`src/rtl/bit_packer_if.sv`:
```
// rtl/bit_packer_if.sv - AXI-Stream-style channel used on both sides of bit_packer
//
// Purpose: bundles one stream channel (data, valid, ready, last, valid-bit count).
// Parameter W sets the data width; tnbits is sized to hold 0..W.
// Modports:
//   master - drives tdata/tvalid/tlast/tnbits, receives tready
//   slave  - receives tdata/tvalid/tlast, drives tready (bit-serial input has no tnbits)
interface bit_packer_if #(
  parameter int W = 1
);
  logic [W-1:0]             tdata;
  logic                     tvalid;
  logic                     tready;
  logic                     tlast;
  logic [$clog2(W+1)-1:0]   tnbits;

  modport master (
    output tdata,
    output tvalid,
    output tlast,
    output tnbits,
    input  tready
  );

  modport slave (
    input  tdata,
    input  tvalid,
    input  tlast,
    output tready
  );
endinterface

```
`src/rtl/bit_packer.sv`:
```
// rtl/bit_packer.sv - packs a 1-bit interleaver stream into width-bit words
//
// Purpose: collects serial bits into width-bit words, flushes a zero-padded
// partial word on tlast with its valid-bit count, and checks that every block
// carries exactly block_len bits.
// Ports:
//   clk      - system clock
//   rst      - synchronous active-high reset
//   s_axis   - 1-bit input stream (slave): tdata, tvalid, tlast in; tready out
//   m_axis   - width-bit output stream (master): tdata, tvalid, tlast, tnbits out;
//              tready in
//   len_err  - one-cycle pulse when tlast disagrees with the expected block end
module bit_packer #(
  parameter int width     = 8,
  parameter bit msb_first = 1'b1,
  parameter int block_len = 16384
) (
  input  logic            clk,
  input  logic            rst,
  bit_packer_if.slave     s_axis,
  bit_packer_if.master    m_axis,
  output logic            len_err
);

  localparam int BCW = $clog2(width);
  localparam int NBW = $clog2(width + 1);
  localparam int BLW = $clog2(block_len);

  localparam logic [BCW-1:0] LAST_BIT = BCW'(width - 1);
  localparam logic [BLW-1:0] LAST_BLK = BLW'(block_len - 1);

  logic [width-1:0] r_acc;
  logic [BCW-1:0]   r_bcnt;
  logic [BLW-1:0]   r_blk;
  logic [width-1:0] r_m_data;
  logic             r_m_valid;
  logic             r_m_last;
  logic [NBW-1:0]   r_m_nbits;
  logic             r_len_err;

  logic             w_s_ready;
  logic             w_accept;
  logic             w_word_done;
  logic             w_blk_end;
  logic [BCW-1:0]   w_pos;
  logic [width-1:0] w_merged;

  // Ready depends only on the output slot: free, or being drained this cycle.
  assign w_s_ready   = !r_m_valid || m_axis.tready;
  assign w_accept    = s_axis.tvalid && w_s_ready;
  assign w_word_done = w_accept && ((r_bcnt == LAST_BIT) || s_axis.tlast);
  assign w_blk_end   = (r_blk == LAST_BLK);

  // Accumulator with the incoming bit dropped into its slot; unfilled slots stay 0.
  always_comb begin
    w_pos    = msb_first ? (LAST_BIT - r_bcnt) : r_bcnt;
    w_merged = r_acc;
    w_merged[w_pos] = s_axis.tdata;
  end

  always_ff @(posedge clk) begin
    if (rst) begin
      r_acc     <= '0;
      r_bcnt    <= '0;
      r_blk     <= '0;
      r_m_data  <= '0;
      r_m_valid <= 1'b0;
      r_m_last  <= 1'b0;
      r_m_nbits <= '0;
      r_len_err <= 1'b0;
    end else begin
      r_len_err <= 1'b0;

      if (r_m_valid && m_axis.tready) begin
        r_m_valid <= 1'b0;
      end

      // A completing word overrides the drain above, giving back-to-back words.
      if (w_accept) begin
        if (w_word_done) begin
          r_m_data  <= w_merged;
          r_m_valid <= 1'b1;
          r_m_last  <= s_axis.tlast;
          r_m_nbits <= NBW'(r_bcnt) + NBW'(1);
          r_acc     <= '0;
          r_bcnt    <= '0;
        end else begin
          r_acc  <= w_merged;
          r_bcnt <= r_bcnt + BCW'(1);
        end

        // Block counter resyncs on either tlast or the expected end; a missing
        // tlast does not flush the word, it only raises the error.
        if (s_axis.tlast || w_blk_end) begin
          r_blk <= '0;
        end else begin
          r_blk <= r_blk + BLW'(1);
        end
        if (s_axis.tlast != w_blk_end) begin
          r_len_err <= 1'b1;
        end
      end
    end
  end

  assign s_axis.tready = w_s_ready;
  assign m_axis.tdata  = r_m_data;
  assign m_axis.tvalid = r_m_valid;
  assign m_axis.tlast  = r_m_last;
  assign m_axis.tnbits = r_m_nbits;
  assign len_err       = r_len_err;

endmodule

```
`src/flat_wrapper.sv`:
```
// flat-port wrapper written by rule: the top's interface ports become plain ports
module bit_packer_flat 
#(
  parameter int width     = 8,
  parameter bit msb_first = 1'b1,
  parameter int block_len = 16384
)
  (clk, rst, len_err, s_axis_tdata, s_axis_tvalid, s_axis_tlast, s_axis_tready, m_axis_tdata, m_axis_tvalid, m_axis_tlast, m_axis_tnbits, m_axis_tready);
  bit_packer_if #(.W(1)) s_axis_i ();
  bit_packer_if #(.W((8))) m_axis_i ();
  input  logic clk;
  input  logic rst;
  output logic len_err;
  input wire logic [$bits(s_axis_i.tdata)-1:0] s_axis_tdata;
  input wire logic [$bits(s_axis_i.tvalid)-1:0] s_axis_tvalid;
  input wire logic [$bits(s_axis_i.tlast)-1:0] s_axis_tlast;
  output wire logic [$bits(s_axis_i.tready)-1:0] s_axis_tready;
  output wire logic [$bits(m_axis_i.tdata)-1:0] m_axis_tdata;
  output wire logic [$bits(m_axis_i.tvalid)-1:0] m_axis_tvalid;
  output wire logic [$bits(m_axis_i.tlast)-1:0] m_axis_tlast;
  output wire logic [$bits(m_axis_i.tnbits)-1:0] m_axis_tnbits;
  input wire logic [$bits(m_axis_i.tready)-1:0] m_axis_tready;
  assign s_axis_i.tdata = s_axis_tdata;
  assign s_axis_i.tvalid = s_axis_tvalid;
  assign s_axis_i.tlast = s_axis_tlast;
  assign s_axis_tready = s_axis_i.tready;
  assign m_axis_tdata = m_axis_i.tdata;
  assign m_axis_tvalid = m_axis_i.tvalid;
  assign m_axis_tlast = m_axis_i.tlast;
  assign m_axis_tnbits = m_axis_i.tnbits;
  assign m_axis_i.tready = m_axis_tready;
  bit_packer #(.width(width), .msb_first(msb_first), .block_len(block_len)) u_core (.clk(clk), .rst(rst), .s_axis(s_axis_i), .m_axis(m_axis_i), .len_err(len_err));
endmodule
```
`config.mk`:
```
export PLATFORM = sky130hd
export DESIGN_NAME = bit_packer_flat
export DESIGN_NICKNAME = d
export VERILOG_FILES = /design/src/rtl/bit_packer_if.sv /design/src/rtl/bit_packer.sv /design/src/flat_wrapper.sv
export SDC_FILE = /design/constraint.sdc
export NUM_CORES = 1
export LEC_CHECK = 0
export BUFFER_PORTS_ARGS = -buffer_cell sky130_fd_sc_hd__buf_2
export CORE_AREA = 3 3 55 107
export DETAILED_ROUTE_END_ITERATION = 10
export DIE_AREA = 0 0 58 110
export PLACE_DENSITY = 0.63
export SLEW_MARGIN = 20
export SYNTH_ARGS = -nofsm -noshare
export SYNTH_HDL_FRONTEND = slang
export SYNTH_SLANG_ARGS = --single-unit
```
`constraint.sdc`:
```
create_clock -name clk -period 1.7 [get_ports clk]
set_input_delay 0.425 -clock clk [delete_from_list [all_inputs] [get_ports clk]]
set_output_delay 0.425 -clock clk [all_outputs]
set_load 0.01 [all_outputs]
```
# Word-level counts from Yosys, hierarchy flattened
# Cells that the tools add are included.
[totals]
regBits = 40
inputBits = 6
elab_cells = 38
[op_classes]
n_addsub = 4
order_cmp = 2
n_eq_ne = 3
mux = 10
bitwise_logic = 1
reduce_logical = 10
[ops]
columns = ["cell", "n"]
rows = [
  ["adder 14 x 1 -> 14 bit (second input constant)", 1],
  ["== test 14 bit (second input constant)", 1],
  ["2-to-1 mux 14 bit", 1],
  ["bitwise mux 8 bit", 1],
  ["2-to-1 mux 8 bit", 1],
  ["2-to-1 mux 1 bit", 5],
  ["adder 3 x 1 -> 4 bit (second input constant)", 1],
  ["logical AND 1 bit", 4],
  ["< comparator 3 x 4 -> 1 bit (second input constant)", 1],
  ["adder 3 x 1 -> 3 bit (second input constant)", 1],
  ["demux 1 bit (select 3 bit)", 1],
  ["== test 3 bit (second input constant)", 1],
  ["greater-or-equal comparator 3 x 1 -> 1 bit (second input constant)", 1],
  ["logical OR 1 bit", 3],
  ["2-to-1 mux 3 bit", 1],
  ["subtractor 3 bit (first input constant)", 1],
  ["AND reduction 2 bit", 1],
  ["OR reduction 2 bit", 1],
  ["logical NOT 1 bit", 1],
  ["inequality test 1 bit", 1],
  ["inverter 1 bit", 1],
]

# Longest topological paths before layout
# Gate-level depths: netlist of the first run.
[depth]
word_depth = 7
ltp_mapped = 9

# Worst setup path after synthesis of the first run
# No wires, ideal clock.
[synth_path]
path_type = "reg-to-reg"
from = "register u_core.r_blk[0]"
to = "register u_core.r_blk[2]"
t_arrival_ns = 1.761
required_ns = 1.562
path_slack_ns = -0.199
path_stages_with_launch = 9
path_buffers = 0
cell_sequence = "dfxtp_1 -> ha_1 -> and3_1 -> nand4_1 -> inv_1 -> nand3_1 -> ha_1 -> o21bai_1 -> nor2_1"
[synth_via]
elab_chain_cells = 3
word_cells_on_any_way = 4
classes_between = "1 x add/sub; 1 x eq/ne; 1 x mux; 1 x reduce/logical"
[synth_lines]
columns = ["item", "line", "rtl"]
rows = [
  ["start: declaration", "bit_packer.sv:34", "logic [BLW-1:0] r_blk;"],
  ["start signal: assignment", "bit_packer.sv:97", "r_blk <= r_blk + BLW'(1);"],
  ["parallel branches: the longest is 2 deep, another holds adder 14 x 1 -> 14 bit", "n/a", ""],
  ["2-to-1 mux 14 bit *", "bit_packer.sv:94", "if (s_axis.tlast || w_blk_end) begin"],
]
# Mark *: on every way between the ends.
# A chain may end at the register's enable or synchronous reset.

# Worst setup path after layout of the first run
[layout_path]
from = "register u_core.r_blk[1]"
to = "register u_core.r_blk[9]"
# Same word-level chain as after synthesis.

==> results of run 1 <==
==> worst paths after layout <==
check | startpoint | end | cells past startpoint | slack (ns)
min | u_core.r_acc[4] | u_core.r_acc[4] | 2 | 0.45
max reg2reg | u_core.r_blk[1] | u_core.r_blk[9] | 9 | -0.12
max | u_core.r_blk[1] | u_core.r_blk[9] | 9 | -0.12
min reg2reg | u_core.r_acc[4] | u_core.r_acc[4] | 2 | 0.45
==> cell families (layout without fill, tap and decap cells) <==
group | Yosys count | count (layout)
and+or+nand+nor | 85 | 85
DFF | 40 | 40
AOI/OAI and AO/OA | 37 | 37
buffers and inverters | 16 | 60
xor gates and xnor gates | 8 | 8
muxes | 8 | 8
adders and majority gates | 5 | 5
==> power by group through the flow <==
stage	sequential, uW	combinational [uW]	clock (uW)
global route	978	225	847
global placement	995	193	0
detailed placement	996	194	0
floorplan	1000	103	0
finish	974	199	795
CTS	975	195	823
==> critical path, cell delays in order, from the launching register on <==
cell and delay, ns:
dfxtp_2 0.34, ha_4 0.16, and3_4 0.18, nand4_1 0.12, inv_1 0.08, nand3_2 0.10, ha_4 0.16, inv_2 0.03
or4_1 0.46, a21oi_1 0.13
==> per-stage QoR <==
stage	cell area [sq um]	TNS (ns)	total power [uW]	cells	setup slack, ns
CTS	2253	-0.08347	1992	299	-0.07686
detailed placement	2113	-0.08939	1190	289	-0.08939
floorplan	1800	-0.05242	1108	199	-0.05242
global route	2288	-1.639	2051	301	-0.1792
global placement	2113	-0.03858	1188	289	-0.03858
finish	2288	-0.2671	1969	301	-0.1220
==> synthesized netlist by cell type (3+ instances only) <==
cell | number | area, sq um
a211oi_1 | 8 | 60.06
nand4_1 | 6 | 37.54
xor2_1 | 7 | 61.31
o21ai_1 | 8 | 40.04
a21oi_1 | 12 | 60.06
or4_1 | 4 | 30.03
nand3_1 | 8 | 40.04
inv_1 | 4 | 15.01
nor3_1 | 4 | 20.02
ha_1 | 5 | 62.56
clkbuf_1 | 7 | 26.28
nor2_1 | 19 | 71.32
nand2_1 | 22 | 82.58
nor3b_1 | 3 | 22.52
dfxtp_1 | 40 | 800.8
mux2i_1 | 8 | 80.08
==> layer usage <==
layer  up-vias  track usage
li1        790            -
met1       728       0.1329
met2        22       0.2945
met3         8      0.03147
met4         0      0.06302
met5         -            0
==> timing repair <==
action,CTS,global route
pin swaps,4,0
hold endpoints to repair,0,0
gates cloned,0,1
endpoints found under the setup margin,2,28
resized for setup,1,4
buffers inserted,2,1
==> flip-flops by register name, indices dropped and copies added (netlist names) <==
signal / count
u_core.m_axis.tlast: 1
u_core.r_acc: 8
u_core.m_axis.tdata: 8
u_core.r_blk: 14
u_core.m_axis.tnbits: 4
u_core.m_axis.tvalid: 1
u_core.r_bcnt: 3
u_core.len_err: 1
==> area by class of cell <==
cell class,instances,area share
clock buffer,5,0.03007
clock inverter,3,0.02023
inverter,5,0.008201
multi-input combinational,143,0.4188
sequential,40,0.3510
tap,58,0.03171
timing repair buffer,47,0.1400
==> results.md, run 1 <==
* Main combinational cell family by area after synthesis: simple AND/OR/NAND/NOR gates
* Synth async-reset ratio at 0
* M1 WL at 1.489 mm
* Syn nets at 210
* HP Class: reg -> reg
* DRT iter0 DRCs at 10
* Minimum clock period at 1.822 ns
* Core footprint at 0.005185 sq mm
* Post-DRT Antenna Nets at 0
* Total CTS buffers at 5
* Drt pass-1 iters at 4
* Commonest cells after routing, fill and taps aside: dfxtp_1, buf_4, nand2_1
* CTS Hold Bufs at 0
* Max-slew headroom at 0.7274
* Peak VDD IR at 922.2 uV
* IO Pins at 22
* Ratio of cells with drive above 1 in the final layout at 0.3004
* Complex-gate fraction of the synthesized area at 0.1294
* Final #Nets at 253
* Synthesized cell area at 0.001769 sq mm
* Post-Synth XOR/XNOR Area at 0.03960
* Syn_area_per_cell at 8.890 sq um
* Largest fanout on the critical path at 4
* Cell count after synthesis at 199
* Top Layer Used: met4
* Routed WL at 4.131 mm
* Clock transition at the registers of the reported paths at 0.08 ns
* Multi-input gate area at 958.4 sq um
* Max Cap Viol at 0
* Synth Area in Simple Gates at 0.2603
* Yosys reg bits at 40
* Skew-Pair Late Insertion Delay at 0.29 ns
* Final setup violation count at 12
* Vias after detailed routing at 1,548
* Root Buffer: clkbuf_8
* Post-synth EDFFs at 0
* Pwr/cell area at 860.2 mW/mm^2
* Vias per Instance at 5.143
* Global-route usage over all layers at 0.1462
* Hold Slack at 0.4501 ns
* Switching Share at 0.2423
* Vias in the first global route at 1,569
* P_int at 1492 uW
* Fin util at 0.4414
* CP startpoint kind: register
* Layout Skew at 0.005669 ns
* Hold violation count in the final report at 0
* WL/cell at 13.72 um
* Period utilization at 1.072
* Starting density of the core at 0.3412
* Max clock buf depth at 2
* Met2 WL at 2.436 mm
* H-tree depth at 2
* Prevailing post-synth register cell: dfxtp_1
* NetSw at 477.0 uW
* DR DRC count at 0
* YS warnings at 0
* Die area at 0.006380 sq mm
* Combinational power share at 0.101
* Critical path data arrival time at 2.05 ns
* GRT Residual Overflow at 0
* Final Max Slew Viols at 0
* Mux cell area share after synthesis at 0.04526
* Setup WS post-layout at -0.1220 ns
* Status: complete, but fails checks
* Failing checks: setup timing
* Post-Synth Adder-Cell Area at 0.03536
* DP HPWL at 3.074 mm
* Critical Path End Type: register
* Die width at 58 um
* Reg power frac at 0.495
* Worst setup path class: reg -> reg
* CTS Sinks at 40
* Site row count at 37
* Clock power frac at 0.404
* Filler cell count at 546
* Largest net degree at the start of global routing at 24
* Leakage dissipation at 0.0009322 uW
* Storage element area at 803.3 sq um
* Initial antenna violation count at 0
* CTS tree: yes
* Area Overhead vs Synth at 29.35%
* Yosys cell types at 43
* Worst EP required at 1.93 ns
* Met3 Wirelength at 112 um
* N_diodes at 0
* Die Height at 110 um
* Commonest non-fill, non-tap cell in the layout: dfxtp_1
* Worst Tran Pin Value at 0.4052 ns
* Seq/Total Area, Yosys at 0.4526
* Unrepaired setup endpoints after global routing: yes
* Highest clock rate at 548.9 MHz
* First-pass GRT wire length at 7.148 mm
* Port bufs at 21
* GP Congestion at 0.8179
(Power assumes the default switching activity.)
==> run 2: changes to the inputs <==
- ABC_AREA: unset -> 1
- CORE_AREA: 3 3 55 107 -> 3 3 57 111
- DIE_AREA: 0 0 58 110 -> 0 0 60 114
==> run 2 against run 1 <==
Against the previous run: the run now ends clean; via count increased by 8.1%; utilization shrank 4.2 points; routed wire length grew 0.31%; fmax grew 15%; power increased by 0.54%; critical endpoint is now u_core.r_blk[2]; largest cell class unchanged; highest routed layer unchanged.
==> results.md, run 2 <==
* Worst stage delay on the critical path at 0.35 ns (-0.11 ns)
* Initial antenna violation count at 0 (unchanged)
* Vias after detailed routing at 1,674 (+8.1%)
* CTS Hold Bufs at 0 (unchanged)
* Filler cell count at 593 (+8.6%)
* N_diodes at 0 (unchanged)
* Layout Skew at 0.01179 ns (+0.006118 ns)
* Most common cell in the netlist: nand2_1
* Site row count at 38 (+2.7%)
* Vias in the first global route at 1,620 (+3.3%)
* Routed WL at 4.144 mm (+0.31%)
* DP HPWL at 3.123 mm (+1.6%)
* Hold violation count in the final report at 0 (unchanged)
* HP Class: in -> reg
* Largest Register: u_core.r_blk
* Final setup violation count at 0 (-12)
* DR DRC count at 0 (unchanged)
* Area Overhead vs Synth at 15.80%
* Ratio of cells with drive above 1 in the final layout at 0.2063 (-0.09412)
* WL/cell at 11.98 um (-13%)
* Total CTS buffers at 5 (unchanged)
* Final Max Slew Viols at 0 (unchanged)
* Worst path slowest cell: dfxtp_2
* Multi-input gate area at 952.2 sq um (-0.65%)
* Status: finished, final reports clean
* Unrepaired setup endpoints after global routing: yes
* Clock transition at the registers of the reported paths at 0.08 ns (about the same)
* IO Pins at 22 (unchanged)
* DRT iter0 DRCs at 97 (+87)
* Prevailing post-synth register cell: dfxtp_1
* H-tree depth at 2 (unchanged)
* Syn nets at 268 (+28%)
* Skew-Pair Late Insertion Delay at 0.30 ns (about the same)
* Critical path data arrival time at 1.78 ns (-0.27 ns)
* Max-slew headroom at 0.7240 (-0.003394)
* Worst path bufs/invs at 0 (-2)
* Vias per Instance at 4.838 (-5.9%)
* CTS Sinks at 40 (unchanged)
* Global-route usage over all layers at 0.1327 (-0.01349)
* Post-synth top area share at 0.4213 (-0.03129)
* Pwr/cell area at 899.2 mW/mm^2 (+4.5%)
* Top cells by area, synth: dfxtp_1, nand2_1, nor2_1
* Worst-path cell chain: ha_1 -> nand3_1 -> nor2_1 -> nand4_1 -> ha_2 -> nand2_1 -> nand2_4 -> o21ai_0 -> a21oi_1
* CP startpoint kind: register
* Critical Path End Type: register
* P_int at 1478 uW (-0.91%)
* Fin util at 0.3990 (-0.04231)
* Storage element area at 804.5 sq um (+0.16%)
* Switching Share at 0.2532 (+0.01089)
* Peak VDD IR at 692.0 uV (-25%)
* GP Congestion at 0.8457 (+3.4%)
* Worst setup path class: reg -> reg
* Post-synth EDFFs at 0 (unchanged)
* Port bufs at 21 (unchanged)
* Yosys cell types at 29 (-33%)
* CTS tree: yes
* Post-DRT Antenna Nets at 0 (unchanged)
* Max clock buf depth at 2 (unchanged)
* Highest clock rate at 628.5 MHz (+15%)
* Period utilization at 0.9360 (-0.1357)
* Total setup buffers inserted after CTS at 0 (-2)
* Final #Nets at 296 (+17%)
* Clock power frac at 0.405 (about the same)
* Die Height at 114 um (+3.6%)
* Area leader, netlist: dfxtp_1
* Combinational power share at 0.098 (-0.003)
* Placed Instances at 338 (+17%)
* Root Buffer: clkbuf_8
* Top Family by Delay on Critical Path: simple AND/OR/NAND/NOR gates
* Max FFs per register at 14 (unchanged)
* Core footprint at 0.005515 sq mm (+6.4%)
* First-pass GRT wire length at 7.086 mm (-0.87%)
* Seq/Total Area, Yosys at 0.4213 (-0.03129)
* Final std cells w/o fill at 346 (+15%)
* Synth async-reset ratio at 0 (unchanged)
* Reg power frac at 0.497 (+0.002)
* Synth cell count leaders: nand2_1, dfxtp_1, nor2_1, nand3_1, inv_1
* Leakage dissipation at 0.0009899 uW (+6.2%)
* Synthesized cell area at 0.001901 sq mm (+7.4%)
* Max Cap Viol at 0 (unchanged)
* Largest fanout on the critical path at 11 (+7)
* Cell count after synthesis at 257 (+29%)
* Commonest cells after routing, fill and taps aside: nand2_1, nor2_1, dfxtp_1
* GRT Residual Overflow at 0 (unchanged)
* Worst EP required at 1.89 ns (-0.04 ns)
* Minimum clock period at 1.591 ns (-0.2308 ns)
* Largest net degree at the start of global routing at 17 (-29%)
* Syn_area_per_cell at 7.395 sq um (-17%)
* Starting density of the core at 0.3446 (+0.003384)
* Die width at 60 um (+3.4%)
* Commonest non-fill, non-tap cell in the layout: nand2_1
* Drt pass-1 iters at 4 (unchanged)
* NetSw at 501.1 uW (+5.1%)
* Yosys reg bits at 40 (unchanged)
* Worst Tran Pin Value at 0.4097 ns (+0.004498 ns)
* Die area at 0.006840 sq mm (+7.2%)
* YS warnings at 0 (unchanged)
## run 2: cell types whose count changed after synthesis, moves of 4 or more
cell / previous run / this run
a211oi_1: 8 / 0
clkbuf_1: 7 / 0
inv_1: 4 / 23
mux2i_1: 8 / 0
nand2_1: 22 / 56
nand3_1: 8 / 26
nor2_1: 19 / 38
nor2_4: 0 / 4
o21ai_0: 1 / 21
o21ai_1: 8 / 4
or4_1: 4 / 0
xor2_1: 7 / 0
## run 2: cell type report
type	count	area share
repair buffers	27	0.06822
multi-input cells	184	0.4326
clock buffers	5	0.03127
clock inverters	3	0.02103
flip-flops and latches	40	0.3655
inverters	27	0.04719
well taps	60	0.03411
## run 2: power groups by stage
stage | clock network, uW | registers [uW] | logic, uW
6_report | 801 | 984 | 195
5_1_grt | 863 | 988 | 220
4_1_cts | 818 | 983 | 196
3_5_place_dp | 0 | 1000 | 195
3_3_place_gp | 0 | 1000 | 194
2_1_floorplan | 0 | 1020 | 125
## run 2: logic make-up after synthesis
logic type | Yosys count | synth area share
adder cells (fa/ha/maj) | 5 | 0.03292
AO/OA/AOI/OAI | 39 | 0.1093
buffers and inverters | 33 | 0.08163
AND/OR/NAND/NOR | 139 | 0.3502
XOR/XNOR | 1 | 0.004609
flip-flops | 40 | 0.4213
## run 2: through the flow
stage	cell area (sq um)	hold WS, ns	power (uW)	TNS, ns	worst slack, ns
2_1_floorplan	1901	0.4472	1140	0	0.1508
3_3_place_gp	2074	0.4586	1198	0	0.1111
3_5_place_dp	2074	0.4653	1199	0	0.04166
4_1_cts	2190	0.4381	1997	0	0.03188
5_1_grt	2201	0.4394	2071	-0.003390	-0.003390
6_report	2201	0.4447	1979	0	0.1088
## run 2: per-layer routing
layer  GRT usage  part of all wire
met1      0.1484              0.42
met2      0.2363              0.54
met3     0.02831             0.024
met4     0.04734             0.013
met5           0                 0
## run 2: what timing repair did
action | in CTS | in global routing
gates resized for setup | 0 | 5
setup endpoints to repair | 0 | 13
endpoints found under the hold margin | 0 | 0
## run 2: worst paths after layout
| check | start | to | slack, ns | cells past startpoint |
|---|---|---|---|---|
| worst min-delay path | rst | u_core.m_axis.tvalid | 0.44 | 3 |
| worst max-delay path | u_core.r_blk[0] | u_core.r_blk[2] | 0.11 | 9 |
| worst max register to register | u_core.r_blk[0] | u_core.r_blk[2] | 0.11 | 9 |
| worst min register to register | u_core.r_acc[7] | u_core.r_acc[7] | 0.48 | 2 |
## run 2: worst min-delay path, stage by stage
cell,delay [ns]
buf_2,0.10
buf_4,0.14
a21oi_2,0.03
==> run 3: changes to the inputs <==
- ABC_AREA: 1 -> unset
- CORE_AREA: 3 3 57 111 -> 3 3 55 107
- DIE_AREA: 0 0 60 114 -> 0 0 58 110
- REMOVE_ABC_BUFFERS: unset -> 1
==> run 3 against run 2 <==
Against the previous run: the run now ends with setup timing left; count of clock-buffer cells in the layout up 2; sequential cell count unchanged; power decreased by 8.3%.
==> results.md, run 3 (synthesis gave the netlist of run 1 again) <==
* Vias in the first global route at 1,532 (-5.4%)
* Global-route usage over all layers at 0.1419 (+0.009227)
* Leakage dissipation at 0.0009701 uW (-2.0%)
* CP startpoint kind: register
* Layout Skew at 0.01399 ns (+0.002208 ns)
* Pwr/cell area at 762.4 mW/mm^2 (-15%)
* Final instance area at 0.002381 sq mm (+8.2%)
* Worst setup path class: reg -> reg
* Ratio of cells with drive above 1 in the final layout at 0.3571 (+0.1508)
* Largest fanout on the critical path at 2 (-9)
* Final #Nets at 262 (-11%)
* Largest net degree at the start of global routing at 24 (+7)
* Minimum clock period at 1.829 ns (+0.2380 ns)
* Placed Instances at 297 (-12%)
* Max clock buf depth at 2 (unchanged)
* Die Height at 110 um (-3.5%)
* CTS Sinks at 40 (unchanged)
* Commonest cells after routing, fill and taps aside: dfxtp_1, buf_4, nand2_1
* Peak VDD IR at 481.4 uV (-30%)
* Critical path data arrival time at 2.05 ns (+0.27 ns)
* Max FFs per register at 14 (unchanged)
* Vias per Instance at 5.097 (+5.3%)
* Max Cap Viol at 0 (unchanged)
* Die area at 0.006380 sq mm (-6.7%)
* N_diodes at 0 (unchanged)
* Largest Register: u_core.r_blk
* Post-DRT Antenna Nets at 0 (unchanged)
* HP Class: reg -> reg
* Final std cells w/o fill at 310 (-10%)
* Pre-CTS setup slack at -0.1308 ns (-0.1725 ns)
* Max-slew headroom at 0.7494 (+0.02537)
* GP Congestion at 0.7846 (-7.2%)
* CTS tree: yes
* Post-DP Area at 0.002130 sq mm (+2.7%)
* IO Pins at 22 (unchanged)
* DR DRC count at 0 (unchanged)
* Clock transition at the registers of the reported paths at 0.08 ns (about the same)
* Hold violation count in the final report at 0 (unchanged)
* Total CTS buffers at 5 (unchanged)
* DRT iter0 DRCs at 19 (-80%)
* Root Buffer: clkbuf_8
* Drt pass-1 iters at 4 (unchanged)
* Area Overhead vs Synth at 34.58%
* Starting density of the core at 0.3412 (-0.003384)
* CTS Hold Bufs at 0 (unchanged)
* Final Max Slew Viols at 0 (unchanged)
* Site row count at 37 (-2.6%)
* Critical Path End Type: register
* Setup WS post-layout at -0.1292 ns (-0.2380 ns)
* Unrepaired setup endpoints after global routing: yes
* Final setup violation count at 13 (+13)
* Hold Slack at 0.4532 ns (+0.008491 ns)
* Worst EP required at 1.92 ns (+0.03 ns)
* Initial antenna violation count at 0 (unchanged)
* Period utilization at 1.076 (+0.1400)
* Die width at 58 um (-3.3%)
* Routed WL at 4.271 mm (+3.1%)
* H-tree depth at 2 (unchanged)
* Status: complete, but fails checks
* Core footprint at 0.005185 sq mm (-6.0%)
* GRT Residual Overflow at 0 (unchanged)
* Highest clock rate at 546.7 MHz (-13%)
* Skew-Pair Late Insertion Delay at 0.29 ns (about the same)
* Worst Tran Pin Value at 0.3725 ns (-0.03716 ns)
* First-pass GRT wire length at 6.927 mm (-2.2%)
* Failing checks: setup timing
* DP HPWL at 3.100 mm (-0.72%)
* Port bufs at 21 (unchanged)
* Filler cell count at 536 (-9.6%)
* Vias after detailed routing at 1,580 (-5.6%)
* Commonest non-fill, non-tap cell in the layout: dfxtp_1
* WL/cell at 13.78 um (+15%)
[run 3: path summary, 6_finish.rpt]
kind | endpoint | depth (start not counted) | startpoint | slack [ns]
max | u_core.r_blk[9] | 9 | u_core.r_blk[0] | -0.13
min | u_core.r_acc[4] | 2 | u_core.r_acc[4] | 0.45
max reg2reg | u_core.r_blk[9] | 9 | u_core.r_blk[0] | -0.13
min reg2reg | u_core.r_acc[4] | 2 | u_core.r_acc[4] | 0.45
[run 3: where the power goes]
part           internal [uW]  switching, uW
Sequential               962           12.8
Combinational           93.5            119
Clock                    293            335
[run 3: routing by layer]
layer  GRT usage  vias up  part of all wire
met2      0.2718       19              0.59
met4     0.06302        0             0.020
li1            -      811                 -
met1      0.1396      742              0.36
met3     0.03263        8             0.025
met5           0        -                 0
[run 3: through the flow]
stage	utilization	power, uW	setup TNS [ns]
floorplan	-	1088	-9.958
CTS	0.4416	1830	-0.9146
global placement	0.4107	1183	-0.8945
global route	0.4592	1885	-1.989
finish	0.4592	1815	-0.8323
detailed placement	0.4107	1185	-1.248
[run 3: layout make-up]
class,instances,area [sq um],share of cell area
clock buffers,7,76.32,0.03205
clock inverters,1,8.758,0.003678
inverters,5,18.77,0.007882
multi-input cells,143,1011,0.4246
flip-flops and latches,40,803.3,0.3374
well taps,58,72.57,0.03048
repair buffers,56,390.4,0.1640
[run 3: worst max-delay path, cell delays in order (launching register included)]
cell     delay (ns)
dfxtp_2        0.34
ha_4           0.16
and3_4         0.18
nand4_1        0.10
inv_1          0.06
nand3_2        0.11
ha_4           0.14
inv_1          0.04
or4_4          0.50
a21oi_2        0.11
[run 3: what timing repair did]
action                                  4_1_cts  5_1_grt
buffers inserted                              2        2
resized for setup                            15       18
gates cloned                                  1        0
endpoints found under the setup margin       14       26
pin swaps                                    11        9
